<file path="config.mk">
export PLATFORM = sky130hd
export DESIGN_NAME = decode_issue_queue
export DESIGN_NICKNAME = d
export VERILOG_FILES = /design/src/rtl/decode_issue_queue.sv
export SDC_FILE = /design/constraint.sdc
export NUM_CORES = 2
export LEC_CHECK = 0
export ABC_CLOCK_PERIOD_IN_PS = 36800
export BUFFER_PORTS_ARGS = -buffer_cell sky130_fd_sc_hd__buf_2
export CORE_ASPECT_RATIO = 0.8
export CORE_MARGIN = 3
export CORE_UTILIZATION = 32
export CTS_CLUSTER_SIZE = 8
export DETAILED_ROUTE_END_ITERATION = 8
export PLACE_DENSITY_LB_ADDON = 0.05
export SETUP_SLACK_MARGIN = 0.5
export SLEW_MARGIN = 20
export SYNTH_ARGS = -nofsm -noshare
export SYNTH_HDL_FRONTEND = slang
export SYNTH_SLANG_ARGS = --single-unit
export TNS_END_PERCENT = 20
</file>
<file path="constraint.sdc">
create_clock -name clock_i -period 36.8 [get_ports clock_i]
set_input_delay 3.68 -clock clock_i [delete_from_list [all_inputs] [get_ports clock_i]]
set_output_delay 3.68 -clock clock_i [all_outputs]
set_load 0.02 [all_outputs]
</file>
<file path="src/rtl/decode_issue_queue.sv">
// Show-ahead FIFO between the decode mux and the issue stage.
// Stall leaves one spare slot for the mux's in-flight registered record.
module decode_issue_queue #(
    parameter int depth                   = 8,
    parameter int addressWidth            = 64,
    parameter int opcodeSize              = 12,
    parameter int funcUnitCodeSize        = 3,
    parameter int instructionCounterWidth = 64,
    parameter int instMinIdWidth          = 7,
    parameter int PidSize                 = 20,
    parameter int TidSize                 = 16,
    parameter int regAccessPatternSize    = 2,
    parameter int bodyWidth               = 84
) (
    input  logic                               clock_i,
    input  logic                               reset_i,
    input  logic                               flush_i,
    input  logic                               enable_i,
    input  logic [opcodeSize-1:0]              opcode_i,
    input  logic [addressWidth-1:0]            address_i,
    input  logic [funcUnitCodeSize-1:0]        funcUnitType_i,
    input  logic [instructionCounterWidth-1:0] majID_i,
    input  logic [instMinIdWidth-1:0]          minID_i,
    input  logic                               is64Bit_i,
    input  logic [PidSize-1:0]                 pid_i,
    input  logic [TidSize-1:0]                 tid_i,
    input  logic [regAccessPatternSize-1:0]    op1rw_i,
    input  logic [regAccessPatternSize-1:0]    op2rw_i,
    input  logic [regAccessPatternSize-1:0]    op3rw_i,
    input  logic [regAccessPatternSize-1:0]    op4rw_i,
    input  logic                               op1IsReg_i,
    input  logic                               op2IsReg_i,
    input  logic                               op3IsReg_i,
    input  logic                               op4IsReg_i,
    input  logic [bodyWidth-1:0]               body_i,
    input  logic                               ready_i,
    output logic [opcodeSize-1:0]              opcode_o,
    output logic [addressWidth-1:0]            address_o,
    output logic [funcUnitCodeSize-1:0]        funcUnitType_o,
    output logic [instructionCounterWidth-1:0] majID_o,
    output logic [instMinIdWidth-1:0]          minID_o,
    output logic                               is64Bit_o,
    output logic [PidSize-1:0]                 pid_o,
    output logic [TidSize-1:0]                 tid_o,
    output logic [regAccessPatternSize-1:0]    op1rw_o,
    output logic [regAccessPatternSize-1:0]    op2rw_o,
    output logic [regAccessPatternSize-1:0]    op3rw_o,
    output logic [regAccessPatternSize-1:0]    op4rw_o,
    output logic                               op1IsReg_o,
    output logic                               op2IsReg_o,
    output logic                               op3IsReg_o,
    output logic                               op4IsReg_o,
    output logic [bodyWidth-1:0]               body_o,
    output logic                               valid_o,
    output logic                               stall_o,
    output logic                               overflow_o,
    output logic [$clog2(depth):0]             count_o
);

    localparam int aw = $clog2(depth);
    localparam logic [aw:0] full_cnt = (aw+1)'(depth);

    typedef struct packed {
        logic [opcodeSize-1:0]              opcode;
        logic [addressWidth-1:0]            address;
        logic [funcUnitCodeSize-1:0]        func_unit;
        logic [instructionCounterWidth-1:0] maj_id;
        logic [instMinIdWidth-1:0]          min_id;
        logic                               is_64bit;
        logic [PidSize-1:0]                 pid;
        logic [TidSize-1:0]                 tid;
        logic [regAccessPatternSize-1:0]    op1rw;
        logic [regAccessPatternSize-1:0]    op2rw;
        logic [regAccessPatternSize-1:0]    op3rw;
        logic [regAccessPatternSize-1:0]    op4rw;
        logic                               op1_is_reg;
        logic                               op2_is_reg;
        logic                               op3_is_reg;
        logic                               op4_is_reg;
        logic [bodyWidth-1:0]               body;
    } entry_t;

    entry_t        mem [depth];
    entry_t        wr_entry;
    entry_t        head;
    logic [aw-1:0] wr_ptr;
    logic [aw-1:0] rd_ptr;
    logic [aw:0]   count;
    logic          push;
    logic          pop;

    assign wr_entry = '{
        opcode:     opcode_i,
        address:    address_i,
        func_unit:  funcUnitType_i,
        maj_id:     majID_i,
        min_id:     minID_i,
        is_64bit:   is64Bit_i,
        pid:        pid_i,
        tid:        tid_i,
        op1rw:      op1rw_i,
        op2rw:      op2rw_i,
        op3rw:      op3rw_i,
        op4rw:      op4rw_i,
        op1_is_reg: op1IsReg_i,
        op2_is_reg: op2IsReg_i,
        op3_is_reg: op3IsReg_i,
        op4_is_reg: op4IsReg_i,
        body:       body_i
    };

    assign valid_o = (count != '0);
    assign stall_o = (count >= full_cnt - 1'b1);
    assign count_o = count;
    assign pop     = valid_o & ready_i & ~flush_i;
    // A pop frees the head slot in the same edge, so a full queue still accepts.
    assign push    = enable_i & ~flush_i & ((count < full_cnt) | pop);

    always_ff @(posedge clock_i) begin
        if (push) mem[wr_ptr] <= wr_entry;
    end

    always_ff @(posedge clock_i or posedge reset_i) begin
        if (reset_i) begin
            wr_ptr     <= '0;
            rd_ptr     <= '0;
            count      <= '0;
            overflow_o <= 1'b0;
        end else if (flush_i) begin
            wr_ptr <= '0;
            rd_ptr <= '0;
            count  <= '0;
        end else begin
            if (push) wr_ptr <= wr_ptr + 1'b1;
            if (pop)  rd_ptr <= rd_ptr + 1'b1;
            if (push && !pop)      count <= count + 1'b1;
            else if (pop && !push) count <= count - 1'b1;
            if (enable_i && !push) overflow_o <= 1'b1;
        end
    end

    assign head = valid_o ? mem[rd_ptr] : '0;

    assign opcode_o       = head.opcode;
    assign address_o      = head.address;
    assign funcUnitType_o = head.func_unit;
    assign majID_o        = head.maj_id;
    assign minID_o        = head.min_id;
    assign is64Bit_o      = head.is_64bit;
    assign pid_o          = head.pid;
    assign tid_o          = head.tid;
    assign op1rw_o        = head.op1rw;
    assign op2rw_o        = head.op2rw;
    assign op3rw_o        = head.op3rw;
    assign op4rw_o        = head.op4rw;
    assign op1IsReg_o     = head.op1_is_reg;
    assign op2IsReg_o     = head.op2_is_reg;
    assign op3IsReg_o     = head.op3_is_reg;
    assign op4IsReg_o     = head.op4_is_reg;
    assign body_o         = head.body;

endmodule

</file>
Word-level counts from Yosys, hierarchy flattened
Memories as Yosys holds them, arrays and structs flattened. Cells that the tools add are included.

Output and inout bits: 290. Memories kept: 1. Input port bits: 288. Word-level logic and storage cells: 37. Register bits: 11. Bits in writable memories: 2264.

Multiplexer cells: 10. $lt $le $gt $ge: 2. Bitwise operators: 6. Reductions and logical operators: 10. Add/sub/neg operators: 4.

Memories: mem (depth 8, bits a word 283, rd ports 1, clocked after Yosys merged registers in 0, write ports 1, RTL line 83) `entry_t mem [depth];`.

Operator list (number): $mux 283 (1); $mux 3 (4); $mux 4 (3); $add 3x1->3 const B (2); $add 4x1->4 const B (1); $and 1x1->1 (4); $ge 4x3->1 const B (1); $lt 4x4->1 const B (1); $reduce_bool 2->1 (2); $reduce_bool 4->1 (1); $sub 4x1->4 const B (1); $logic_and 1x1->1 (3); $reduce_bool 3->1 (1); $logic_not 1->1 (2); $mux 1 (2); $reduce_and 2->1 (1); $not 1->1 (1); $or 1x1->1 (1).

Logic depth before layout (Yosys ltp)
Word-level depth: 10. Mapped depth: 8.

Worst setup path before layout
OpenSTA, ideal clock, no wires.

Path type: in2reg. From: in enable_i. To: mem mem[1][0] (netlist name), enable pin. Slack: 12.221 ns. Required time: 35.527 ns. Stages on the path: 4. Path buffers: 1. Arrival: 23.306 ns. Cells stage by stage: clkbuf_1 > nor2b_1 > nand3_1 > nor3_1.

Word-level cells in the longest chain between the ends: 4.

Ends and longest elaborated chain: from (decl) (RTL line 18) `input logic enable_i,`; $and 1x1->1 (2 in a row) (RTL line 117) `assign push = enable_i & ~flush_i & ((count < full_cnt) | pop);`; $mux 1 (RTL line 120) `if (push) mem[wr_ptr] <= wr_entry;`; $mux 1 (implied by the code) (RTL line 120); to (decl) (RTL line 83).

No other way between the ends.

Worst setup path in the final report
From: reg rd_ptr[0]. To: out body_o[28].

Word-level cells in the longest chain between the ends: 2.

Ends and longest elaborated chain: from (decl) (RTL line 87) `logic [aw-1:0] rd_ptr;`; from (signal assigned) (RTL line 135) `if (pop) rd_ptr <= rd_ptr + 1'b1;`; $mem_v2 8x283; $mux 283 (RTL line 142) `assign head = valid_o ? mem[rd_ptr] : '0;`; to (decl) (RTL line 53) `output logic [bodyWidth-1:0] body_o,`.

No other way between the ends.

==> flow_summary_export.csv <==
group,metric,value,unit
yosys,synth_nets,3963,
worst_hold_path,hp-class,"flop to flop",
global_route,grt-ovfl-total,0,
yosys,seq_area_frac_synth,78.7,%
clocking,cts_setup_buffers,0,
floorplan,die_w,588,um
yosys,synth_top_area_share,78.4,%
sta,tns,0,ns
clocking,numCtsBuffers,326,
floorplan,fp.dieArea,0.277,mm2
power_and_ir_drop,ir_worst_vdd,0.0586,mV
power_and_ir_drop,p_leak,0.0320,uW
critical_path,r2r_start,"count_o[3]",
yosys,yosys.area_share.simple,1.46,%
sta,finalHoldViolations,0,
yosys,syn_avg_cell_area,23.6,um2
yosys,synth-adder-area-share,0.0808,%
route,wire_per_inst,27.6,um
sta,clock_skew,0.0228,ns
yosys,synthMuxAreaShare,18.0,%
finish,syn2layout_area_growth,17.8,%
sta,fmax,105,MHz
clocking,ctsHoldBuffers,0,
sta,slew-limit-headroom,29.1,%
clocking,clk_root_buffer_cell,"clkbuf_16",
yosys,synth_compound_area_share,0.136,%
yosys,yosys-top-cells-count,"edfxtp_1 (2264), mux4_2 (566), nor2_1 (298)",
critical_path,cp.arrival,5.87,ns
floorplan,fp.coreArea,0.269,mm2
clocking,clk_latency,0.82,ns
clocking,cts.sinks,2275,
yosys,syn-cell-area,0.0868,mm2
placed_design,gp_congestion,0.699,
critical_path,required,33.12,ns
route,drt_iter0_markers,2652,
sta,slew_viol_final,0,
placed_design,portBuffers,577,
finish,final_net_count,4756,
route,viasPerCell,4.88,
floorplan,floorplan.initialDensity,32.2,%
critical_path,critPathCapture,"body_o[28]",
yosys,synth_area_leaders,"edfxtp_1 (78%), mux4_2 (15%), mux2i_1 (3.3%)",
critical_path,r2r_slack,31.86,ns
critical_path,reg2reg_depth,7,
clocking,htreeDepth,5,
floorplan,chipHeight,472,um
clocking,cts_buffer_depth,4,
yosys,synth_edf_count,2264,
global_route,grt_max_degree,107,
clocking,clkTransAtPathRegs,0.06,ns
route,ant_nets,0,
route,drt-total-wl,225,mm
sta,min_period_over_period,26.0,%
status,outcome,"finished, final reports clean",
critical_path,end_kind,"primary output",
yosys,synth_warnings,0,
sta,rsz0062_at_grt,"no",
yosys,synth_ff_type,"edfxtp_1",
yosys,synth-xor-area-share,0.0606,%
critical_path,cp-startpoint,"rd_ptr[0]",
flow_run,max-cap-violations,0,
sta,worst_slew_pin_slew,1.06,ns
floorplan,ioPinCount,578,
global_route,antenna_found_initial,106,
yosys,synth_top_family_by_area,"multiplexers",
critical_path,critPathKind,"flop to primary output",
yosys,netlist-cell-type-count,35,
yosys,postSynth.asyncResetShare,0.484,%
yosys,synth_largest_area_cell,"edfxtp_1",
worst_hold_path,min_from,"overflow_o",
global_route,grt.total_usage,16.1,%
critical_path,r2r-end,"mem[1][83]",
clocking,post_cts_resized,0,
route,via_count,39656,
floorplan,std_cell_rows,170,
critical_path,critPathMaxFanout,45,
placed_design,dp_hpwl,120,mm
critical_path,start_kind,"flop",
clocking,tritoncts,"yes",
global_route,grt_first_pass_wirelength,323,mm
sta,layout_min_cycle_time,9.55,ns
finish,utilization,38.0,%
yosys,yosysMostFrequentCell,"edfxtp_1",
sta,setup_violations,0,
route,dr.pass1.iters,5,
finish,drive_gt1_share,35.3,%
route,drc,0,
global_route,grt_pass1_vias,42919,
yosys,ys_seq_elements,2275,
yosys,netlist_instances,3670,
power_and_ir_drop,powerDensity,71.6,mW/mm2
[through the flow]
step / cells / worst slack, ns / hold slack [ns] / total power (uW) / instance area [um2]
after floorplan: 3670 / 12.22 / 0.543 / 4230 / 86800
after global placement: 7746 / 27.79 / 0.520 / 4840 / 93600
after detailed placement: 7747 / 27.77 / 0.491 / 4830 / 93600
after CTS: 8101 / 26.83 / 0.509 / 7500 / 102000
after global routing: 8109 / 26.52 / 0.539 / 7690 / 102000
final: 8133 / 27.25 / 0.515 / 7320 / 102000
[sequential cells by signal, summed over array words and instances, names as in the netlist]
register	cells
wr_ptr	3
mem	2264
count_o	4
rd_ptr	3
overflow_o	1
[worst max-delay path: stages, from the launching register on]
cell	delay, ns
dfrtp_4	0.73
buf_4	0.72
buf_4	0.70
buf_4	0.77
buf_4	0.88
mux4_2	0.61
mux2i_1	0.15
nor2_1	0.12
buf_2	0.23
[how the worst min path moves through the flow]
stage / to / slack, ns / depth (start not counted)
6_report: overflow_o / 0.52 / 1
5_1_grt: overflow_o / 0.54 / 1
4_1_cts: overflow_o / 0.51 / 1
3_5_place_dp: overflow_o / 0.49 / 1
3_3_place_gp: overflow_o / 0.52 / 1
2_1_floorplan: wr_ptr[0] / 0.54 / 2
[final cells by class]
| cell class | instances | area [um2] |
|---|---|---|
| flip-flops and latches | 2275 | 68300 |
| well taps | 3612 | 4520 |
| inverters | 5 | 18.8 |
| clock buffers | 341 | 8340 |
| fillers | 24312 | 167000 |
| multi-input cells | 1197 | 17100 |
| clock inverters | 13 | 189 |
| diodes | 32 | 80.1 |
| repair buffers | 658 | 3670 |
[power by group]
group | internal [uW] | switching [uW] | total [uW]
clock network | 1580 | 1030 | 2610
registers | 2930 | 29.5 | 2950
logic | 644 | 1120 | 1760
total | 5150 | 2170 | 7320
[placed cells by master (no fill, tap or decap), types with 2 or more instances in the layout]
master	n
edfxtp_1	2264
buf_2	577
mux4_2	566
clkbuf_16	332
nor2_1	292
mux2i_1	283
buf_4	68
diode_2	32
buf_12	12
clkbuf_1	9
dfrtp_1	8
nand2b_1	6
nor2_4	6
nand3_1	5
nand2_1	5
inv_16	5
xor2_1	4
inv_1	4
ha_1	4
inv_6	4
a21oi_1	3
o21bai_1	3
clkinv_8	3
dfrtp_4	3
xnor2_1	2
a211oi_1	2
nor3_2	2
[cells by family (layout without fill, tap and decap cells)]
logic type      Yosys count  after routing
fa+ha+maj                 5              5
flops                  2275           2275
compound gates           14             14
mux                     849            849
simple gates            323            323
buf+inv                 198           1017
other cells               0             32
xor+xnor                  6              6
[metal layers]
metal | up-vias | track usage (%) | share of wire [%]
met1 | 21235 | 21.5 | 43
met2 | 982 | 25.6 | 47
met3 | 458 | 4.67 | 6.6
met4 | 48 | 4.23 | 2.5
li1 | 16933 | - | -
met5 | - | 0 | 0.14
(Power assumes the default switching activity.)
